## src/rtl/dcache_store_port.sv

```systemverilog
// Write-side port of a direct-mapped, write-back, write-allocate data cache.
// Store hits retire in one cycle; misses write back a dirty victim, fill the line, and merge the store.
module dcache_store_port #(
    parameter int INDEX_BITS = 2
) (
    input  logic         clk,
    input  logic         reset,
    input  logic         sending_data_to_cache,
    input  logic [63:0]  data_to_cache,
    output logic         cache_ready_to_catch,
    output logic         mem_req,
    output logic         mem_we,
    output logic [31:0]  mem_addr,
    output logic [127:0] mem_wdata,
    input  logic         mem_ready,
    input  logic [127:0] mem_rdata,
    output logic [15:0]  hit_count,
    output logic [15:0]  miss_count
);

    localparam int LINES = 1 << INDEX_BITS;
    localparam int TAG_W = 28 - INDEX_BITS;

    typedef enum logic [1:0] {
        ST_IDLE = 2'd0,
        ST_WB   = 2'd1,
        ST_FILL = 2'd2
    } state_t;

    state_t                  state_r;
    logic [LINES-1:0]        valid_r;
    logic [LINES-1:0]        dirty_r;
    logic [TAG_W-1:0]        tag_r [LINES];
    logic [127:0]            line_data_r [LINES];
    logic [TAG_W-1:0]        pend_tag_r;
    logic [INDEX_BITS-1:0]   pend_index_r;
    logic [1:0]              pend_word_r;
    logic [31:0]             pend_data_r;

    logic [31:0]             in_data_s;
    logic [1:0]              in_word_s;
    logic [INDEX_BITS-1:0]   in_index_s;
    logic [TAG_W-1:0]        in_tag_s;
    logic                    byte_offset_unused_s;
    logic                    accept_s;
    logic                    hit_s;
    logic                    miss_s;
    logic                    victim_dirty_s;
    logic                    fill_done_s;
    logic [127:0]            hit_line_s;
    logic [127:0]            fill_line_s;

    // Replace one 32-bit word of a line, word 0 in the low bits.
    function automatic logic [127:0] merge_word(input logic [127:0] line,
                                                input logic [1:0]   word,
                                                input logic [31:0]  data);
        logic [127:0] merged;
        merged = line;
        merged[{word, 5'd0} +: 32] = data;
        return merged;
    endfunction

    assign in_data_s            = data_to_cache[31:0];
    assign in_word_s            = data_to_cache[35:34];
    assign in_index_s           = data_to_cache[32+3+INDEX_BITS:32+4];
    assign in_tag_s             = data_to_cache[63:32+4+INDEX_BITS];
    assign byte_offset_unused_s = ^data_to_cache[33:32];

    // Handshake decode, hit detection and line merges.
    always_comb begin
        accept_s       = sending_data_to_cache & cache_ready_to_catch;
        hit_s          = accept_s & valid_r[in_index_s] & (tag_r[in_index_s] == in_tag_s);
        miss_s         = accept_s & ~hit_s;
        victim_dirty_s = valid_r[in_index_s] & dirty_r[in_index_s];
        fill_done_s    = (state_r == ST_FILL) & mem_ready;
        hit_line_s     = merge_word(line_data_r[in_index_s], in_word_s, in_data_s);
        fill_line_s    = merge_word(mem_rdata, pend_word_r, pend_data_r);
    end

    // Line data array; contents are don't-care until the valid bit is set.
    always_ff @(posedge clk) begin
        if (hit_s) begin
            line_data_r[in_index_s] <= hit_line_s;
        end else if (fill_done_s) begin
            line_data_r[pend_index_r] <= fill_line_s;
        end
    end

    // Control FSM, line metadata, pending entry, memory outputs and counters.
    always_ff @(posedge clk or negedge reset) begin
        if (!reset) begin
            state_r              <= ST_IDLE;
            cache_ready_to_catch <= 1'b1;
            mem_req              <= 1'b0;
            mem_we               <= 1'b0;
            mem_addr             <= 32'd0;
            mem_wdata            <= 128'd0;
            valid_r              <= {LINES{1'b0}};
            dirty_r              <= {LINES{1'b0}};
            for (int i = 0; i < LINES; i++) begin
                tag_r[i] <= {TAG_W{1'b0}};
            end
            pend_tag_r           <= {TAG_W{1'b0}};
            pend_index_r         <= {INDEX_BITS{1'b0}};
            pend_word_r          <= 2'd0;
            pend_data_r          <= 32'd0;
            hit_count            <= 16'd0;
            miss_count           <= 16'd0;
        end else begin
            case (state_r)
                ST_IDLE: begin
                    if (hit_s) begin
                        dirty_r[in_index_s] <= 1'b1;
                        if (hit_count != 16'hFFFF) begin
                            hit_count <= hit_count + 16'd1;
                        end
                    end else if (miss_s) begin
                        pend_tag_r           <= in_tag_s;
                        pend_index_r         <= in_index_s;
                        pend_word_r          <= in_word_s;
                        pend_data_r          <= in_data_s;
                        cache_ready_to_catch <= 1'b0;
                        mem_req              <= 1'b1;
                        if (miss_count != 16'hFFFF) begin
                            miss_count <= miss_count + 16'd1;
                        end
                        if (victim_dirty_s) begin
                            state_r   <= ST_WB;
                            mem_we    <= 1'b1;
                            mem_addr  <= {tag_r[in_index_s], in_index_s, 4'b0000};
                            mem_wdata <= line_data_r[in_index_s];
                        end else begin
                            state_r  <= ST_FILL;
                            mem_we   <= 1'b0;
                            mem_addr <= {in_tag_s, in_index_s, 4'b0000};
                        end
                    end
                end
                ST_WB: begin
                    if (mem_ready) begin
                        dirty_r[pend_index_r] <= 1'b0;
                        state_r               <= ST_FILL;
                        mem_we                <= 1'b0;
                        mem_addr              <= {pend_tag_r, pend_index_r, 4'b0000};
                    end
                end
                ST_FILL: begin
                    // Pending store is merged into the fill, so the line comes back dirty.
                    if (mem_ready) begin
                        valid_r[pend_index_r] <= 1'b1;
                        dirty_r[pend_index_r] <= 1'b1;
                        tag_r[pend_index_r]   <= pend_tag_r;
                        state_r               <= ST_IDLE;
                        mem_req               <= 1'b0;
                        cache_ready_to_catch  <= 1'b1;
                    end
                end
                default: begin
                    state_r              <= ST_IDLE;
                    mem_req              <= 1'b0;
                    mem_we               <= 1'b0;
                    cache_ready_to_catch <= 1'b1;
                end
            endcase
        end
    end

endmodule
```

## config.mk

```make
export PLATFORM = sky130hd
export DESIGN_NAME = dcache_store_port
export DESIGN_NICKNAME = d
export VERILOG_FILES = /design/src/rtl/dcache_store_port.sv
export SDC_FILE = /design/constraint.sdc
export NUM_CORES = 1
export LEC_CHECK = 0
export ABC_AREA = 0
export CAP_MARGIN = 20
export CORE_MARGIN = 8
export CORE_UTILIZATION = 40
export DETAILED_ROUTE_END_ITERATION = 7
export GPL_ROUTABILITY_DRIVEN = 0
export PLACE_DENSITY_LB_ADDON = 0.25
export SETUP_SLACK_MARGIN = 0.15
export SLEW_MARGIN = 25
export SYNTH_ARGS = -nofsm -noshare
export SYNTH_HDL_FRONTEND = slang
export SYNTH_SLANG_ARGS = --single-unit
```

## constraint.sdc

```tcl
create_clock -name clk -period 12.5 [get_ports clk]
set_clock_uncertainty 0.15 [all_clocks]
set_input_delay 2.5 -clock clk [delete_from_list [all_inputs] [get_ports clk]]
set_output_delay 2.5 -clock clk [all_outputs]
set_load 0.01 [all_outputs]
```

==> flow_summary.toml, run 1 <==
[setup_path]
critPathLaunchType = "primary input"
critPathMaxFanout = 72
required_ns = 12.63
worstSetupPathType = "in -> reg"
crit_path_max_incr_delay_ns = 0.83
cp.arrival_ns = 8.31
cpMaxStageDelayCell = "nor2_1"
critPathCaptureType = "flop"
reg2reg_from = "tag_r[82]"
path_cells = "buf_8 > buf_4 > mux4_2 > a22oi_1 > o221ai_1 > a2111oi_4 > o2111ai_2 > nor2_1 > mux2_8 > buf_4"
rrSetupSlack_ns = 6.71
reg2reg_depth = 8
rr_endpoint = "line_data_r[0][102]"
cp_common_cell = "buf_4"

[clocking]
ctsRootBufferMaster = "clkbuf_16"
cts.clk_slew.worst_paths_ns = 0.06
cts_max_level = 3
clock_path_buffers = 3
cts_sinks = 879
cts.repair.resized = 0
cts_hold_buffers = 0
cts_setup_buffers = 0
numCtsBuffers = 93
clk_latency_ns = 0.67
cts_tree = "yes"

[floorplan]
pin_count = 391
die_y_um = 324
rows = 113
start_util_pct = 40.1
die_x_um = 324
coreArea_um2 = 94400
dieArea_um2 = 105000

[detailed_routing]
via_per_inst = 5.83
post-route-drc-count = 0
ant_nets = 0
drt_pre_antenna_iters = 6
drtIter0Drc = 2140
drt-wirelength-per-cell_um = 27.6
routed_wirelength_um = 111000
vias = 23500

[synthesis]
synth-seq-cells = 879
synth-seq-area-share_pct = 64.9
synth-edff-count = 512
syn_inst = 2323
syn_avg_cell_area_um2 = 16.3
synth-async-reset-ratio_pct = 41.8
netlist_area_um2 = 37900
yosysUniqueCellTypes = 53
synth_area_leaders = "edfxtp_1 (41%), dfrtp_1 (24%), mux2_2 (9.5%), mux4_2 (8.9%), a221oi_1 (3.0%)"
synth_top_cell_area_share_pct = 40.6
synth-main-ff-cell = "edfxtp_1"
yosysTopAreaCell = "edfxtp_1"
yosysWarningCount = 0

[sta]
fmax_mhz = 122
finalHoldViolCount = 0
period_minus_slack_ns = 8.19
rsz0062_at_grt = "false"
max_slew.worst_pin.slew_ns = 1.18
period_share_pct = 65.5
timing.setup.tns_ns = 0
setup_violations = 0
slew_headroom_pct = 21.6
slew_viol_final = 0

[power_and_ir_drop]
p_leak_uw = 0.0167
pwr-share-clk_pct = 26.3
pwr-share-comb_pct = 30.6
pwr-share-seq_pct = 43.1
pwr_density_cell_nw_per_um2 = 232
vdd_drop_max_mv = 0.125
switching_share_pct = 31.7
p_int_uw = 7310
p_switching_uw = 3390

[job]
cap_violations = 0

[finish]
syn2layout_area_growth_pct = 21.9
final_common_cell = "edfxtp_1"
final_util_pct = 48.9
drive_gt1_share_pct = 25.1
fin_nets = 2888
final_cell_mix = "edfxtp_1 (512), clkdlybuf4s50_1 (381), dfrtp_1 (366)"

[hold_path]
min_path_type = "reg -> reg"
hold_depth = 1
hold_end = "valid_r[2]"
min_from = "valid_r[2]"

[place]
io_buffers = 384
hpwl_um = 67900

[grt]
grt.overflow.total = 0
antenna_found_initial = 12
grt_pass1_wl_um = 165000
grt_max_degree = 166
grt_pass1_vias = 24900
grt_usage_pct = 21.0

[run_status]
status = "finished clean"
==> state kept, by name, summed over array words and instances (netlist names) <==
| name | cells |
|---|---|
| tag_r | 104 |
| miss_count | 16 |
| mem_wdata | 128 |
| pend_data_r | 32 |
| pend_word_r | 2 |
| hit_count | 16 |
| mem_we | 1 |
| mem_addr | 28 |
| mem_req | 1 |
| line_data_r | 512 |
| valid_r | 4 |
| pend_index_r | 2 |
| pend_tag_r | 26 |
| state_r | 2 |
| cache_ready_to_catch | 1 |
| dirty_r | 4 |
==> Yosys cell counts, types with 2 or more instances <==
| library cell | instances |
|---|---|
| a211oi_1 | 7 |
| a21oi_1 | 168 |
| a221oi_1 | 128 |
| a22oi_1 | 101 |
| a2bb2oi_1 | 5 |
| a41oi_1 | 3 |
| and2_1 | 7 |
| and3_1 | 5 |
| and4_1 | 3 |
| buf_1 | 20 |
| buf_2 | 38 |
| buf_4 | 13 |
| buf_6 | 14 |
| clkbuf_1 | 83 |
| dfrtp_1 | 366 |
| edfxtp_1 | 512 |
| ha_1 | 15 |
| inv_1 | 20 |
| mux2_2 | 321 |
| mux2i_1 | 44 |
| mux4_2 | 149 |
| nand2_1 | 66 |
| nand2b_1 | 6 |
| nand3_1 | 18 |
| nand4_1 | 7 |
| nor2_1 | 23 |
| nor2b_1 | 35 |
| nor3_1 | 11 |
| nor4_1 | 6 |
| nor4_2 | 7 |
| nor4b_1 | 4 |
| nor4b_2 | 4 |
| o21ai_0 | 42 |
| o221ai_1 | 3 |
| o22ai_1 | 2 |
| or2_2 | 2 |
| or3_1 | 2 |
| xnor2_1 | 16 |
| xor2_1 | 33 |
==> per-layer routing <==
| metal | wire length (µm) | part of all wire (%) | up-vias | global-route usage, % |
|---|---|---|---|---|
| met5 | 43 | 0.039 | - | 0 |
| met4 | 3360 | 3.0 | 6 | 6.60 |
| met3 | 9820 | 8.8 | 204 | 5.29 |
| met2 | 53500 | 48 | 1050 | 34.4 |
| li1 | - | - | 10000 | - |
| met1 | 44400 | 40 | 12200 | 27.5 |
==> power groups by stage <==
stage | clock, µW | combinational, µW | sequential [µW]
floorplan | 0 | 1840 | 4650
global placement | 0 | 3210 | 4590
detailed placement | 0 | 3290 | 4660
CTS | 2870 | 3310 | 4610
global route | 2980 | 3530 | 4700
finish | 2810 | 3270 | 4610
==> layout make-up <==
cell class	instances	area [µm²]
clock buffer	138	2640
fill	8013	48300
timing repair buffer	424	4230
tap	1265	1580
multi-input combinational	1259	12500
sequential	879	24600
antenna	8	20.0
inverter	20	78.8
clock inverter	38	499
==> per-stage QoR <==
stage               setup WS, ns  std cells  power (µW)  hold WS (ns)  area (µm²)
global route                3.87       4024       11200         0.341       46100
CTS                         4.25       4023       10800         0.319       46100
floorplan                  0.685       2326        6490         0.279       37900
finish                      4.31       4031       10700         0.315       46100
detailed placement          3.55       3847        7950         0.303       43000
global placement            3.60       3847        7800         0.294       43000
==> critical path: cells and delay by family <==
kind,cells,cell delay (ns)
buf+inv,3,2.09
mux,2,1.38
compound gates,4,1.28
simple gates,1,0.83
==> logic make-up (layout without fill, tap and decap cells) <==
logic type	Yosys count	in the layout	synth area share, %
mux	514	514	19.6
other cells	1	12	0.00991
fa+ha+maj	15	15	0.496
flops	879	879	64.9
compound gates	468	468	8.46
simple gates	209	209	3.05
buf+inv	188	620	2.40
xor+xnor	49	49	1.13
==> worst max path at each step <==
stage,start,to,slack (ns)
after global placement,data_to_cache[36],line_data_r[0][40],3.60
final,data_to_cache[36],line_data_r[0][102],4.31
after floorplan,data_to_cache[36],line_data_r[2][0],0.68
after CTS,data_to_cache[36],line_data_r[0][38],4.25
after detailed placement,data_to_cache[36],line_data_r[0][40],3.55
after global routing,data_to_cache[36],line_data_r[0][102],3.87
No activity file was read; power rests on OpenSTA's default activity.
==> run 2, diff against run 1 <==
Clock period 12.5 ns to 8.2 ns, I/O delays scaled along.
==> flow_summary.toml, run 2 (synthesized netlist as in run 1, its figures left out) <==
[setup_path]
reg2reg_from = "tag_r[4]"
rr_endpoint = "line_data_r[0][102]"
critPathLaunchType = "primary input"
required_ns = 8.50
reg2reg_depth = 9
worstSetupPathType = "in -> reg"
critPathMaxFanout = 71
cp.arrival_ns = 6.36
rrSetupSlack_ns = 3.19
critPathCaptureType = "flop"

[hold_path]
hold_end = "valid_r[0]"
hold_depth = 1
min_from = "valid_r[0]"
min_path_type = "reg -> reg"

[power_and_ir_drop]
p_leak_uw = 0.0170
pwr_density_cell_nw_per_um2 = 353
total_power_uw = 16500
vdd_drop_max_mv = 0.191

[grt]
grt_pass1_vias = 25100
grt.overflow.total = 0
grt_pass1_wl_um = 167000
antenna_found_initial = 8
grt_usage_pct = 21.1
grt_max_degree = 171

[detailed_routing]
wl_met1_um = 45200
routed_wirelength_um = 112000
wl_met3_um = 9410
vias = 23700
post-route-drc-count = 0
highest_layer = "met5"
drtIter0Drc = 2317
ant_nets = 0
drt_pre_antenna_iters = 8
drt-wirelength-per-cell_um = 27.6
via_per_inst = 5.83
wl_met2_um = 53300

[sta]
finalHoldViolCount = 0
period_share_pct = 73.9
period_minus_slack_ns = 6.06
fmax_mhz = 165
setup_slack_ns = 2.14
max_slew.worst_pin.slew_ns = 1.12
hold-worst-slack_ns = 0.314
setup_violations = 0
rsz0062_at_grt = "false"
slew_viol_final = 0
slew_headroom_pct = 25.3

[clocking]
cts_sinks = 879
ctsRootBufferMaster = "clkbuf_16"
clk_latency_ns = 0.69
cts_max_level = 3
cts.repair.resized = 0
cts_setup_buffers = 0
cts_hold_buffers = 0
cts_tree = "yes"
clock_path_buffers = 3
numCtsBuffers = 95
cts.clk_slew.worst_paths_ns = 0.06

[finish]
drive_gt1_share_pct = 25.9
top_register = "line_data_r"
fin_nets = 2916
reg.largest.list = "line_data_r x512, mem_wdata x128, tag_r x104"
final_cell_mix = "edfxtp_1 (512), clkdlybuf4s50_1 (381), dfrtp_1 (366)"
stdcell_count = 4058
design_area_um2 = 46700
final_common_cell = "edfxtp_1"
fillers = 8029
syn2layout_area_growth_pct = 23.2
largest_reg_flops = 512

[place]
dp_slack_ns = 1.41
placed_area_um2 = 43400
dp.cells = 3872
hpwl_um = 71100
io_buffers = 384

[floorplan]
dieArea_um2 = 105000
die_x_um = 324
rows = 113
start_util_pct = 40.1
die_y_um = 324
pin_count = 391
coreArea_um2 = 94400

[run_status]
status = "finished clean"

[job]
cap_violations = 0
==> run 2: changes by cell type in the layout (fill, tap and decap cells not counted), moves of 3 or more <==
cell and change:
inv_1 +3, clkbuf_16 +8, clkinv_1 -3, buf_12 +18, clkinv_2 +5, buf_4 +5, diode_2 -3
==> run 2: worst max path at each step <==
| stage | start | endpoint | slack, ns | cells after the start |
|---|---|---|---|---|
| after floorplan | data_to_cache[36] | line_data_r[2][0] | -0.33 | 8 |
| after global placement | data_to_cache[36] | line_data_r[2][38] | 1.44 | 10 |
| after detailed placement | data_to_cache[36] | line_data_r[1][102] | 1.41 | 10 |
| after CTS | data_to_cache[36] | line_data_r[2][102] | 2.06 | 10 |
| after global routing | data_to_cache[36] | line_data_r[2][111] | 1.97 | 10 |
| final | data_to_cache[36] | line_data_r[0][102] | 2.14 | 10 |
==> run 2: report_power, final <==
group | leakage [µW] | internal (µW) | switching [µW]
combinational | 0.00631 | 2460 | 2640
clock | 0.00159 | 2590 | 1790
sequential | 0.00909 | 6260 | 746
total | 0.0170 | 11300 | 5170
==> run 2: worst max-delay path: stages <==
cell       delay (ns)
buf_8            0.31
mux4_2           0.58
xnor2_1          0.45
nand4_1          0.23
nor4_1           0.70
o2111ai_2        0.56
o211ai_4         0.89
buf_12           0.36
a221oi_1         0.12
a21oi_1          0.35
==> run 2: final cells by class <==
cell class	count	area, µm²	area share (%)
Sequential cell	879	24600	52.6
Timing Repair Buffer	450	4680	10.0
Clock buffer	145	2840	6.09
Antenna cell	5	12.5	0.0268
Tap cell	1265	1580	3.39
Inverter	20	75.1	0.161
Clock inverter	35	382	0.818
Multi-Input combinational cell	1259	12500	26.8
==> run 2: routing by layer <==
layer,vias up,track usage [%]
li1,10100,-
met1,12300,28.0
met2,1105,33.9
met3,239,4.74
met4,2,8.45
met5,-,0
==> run 2: metrics by stage <==
| step | util [%] | setup TNS [ns] |
|---|---|---|
| after floorplan | - | -85.17 |
| after global placement | 45.9 | 0 |
| after detailed placement | 45.9 | 0 |
| after CTS | 49.4 | 0 |
| after global routing | 49.4 | 0 |
| final | 49.4 | 0 |
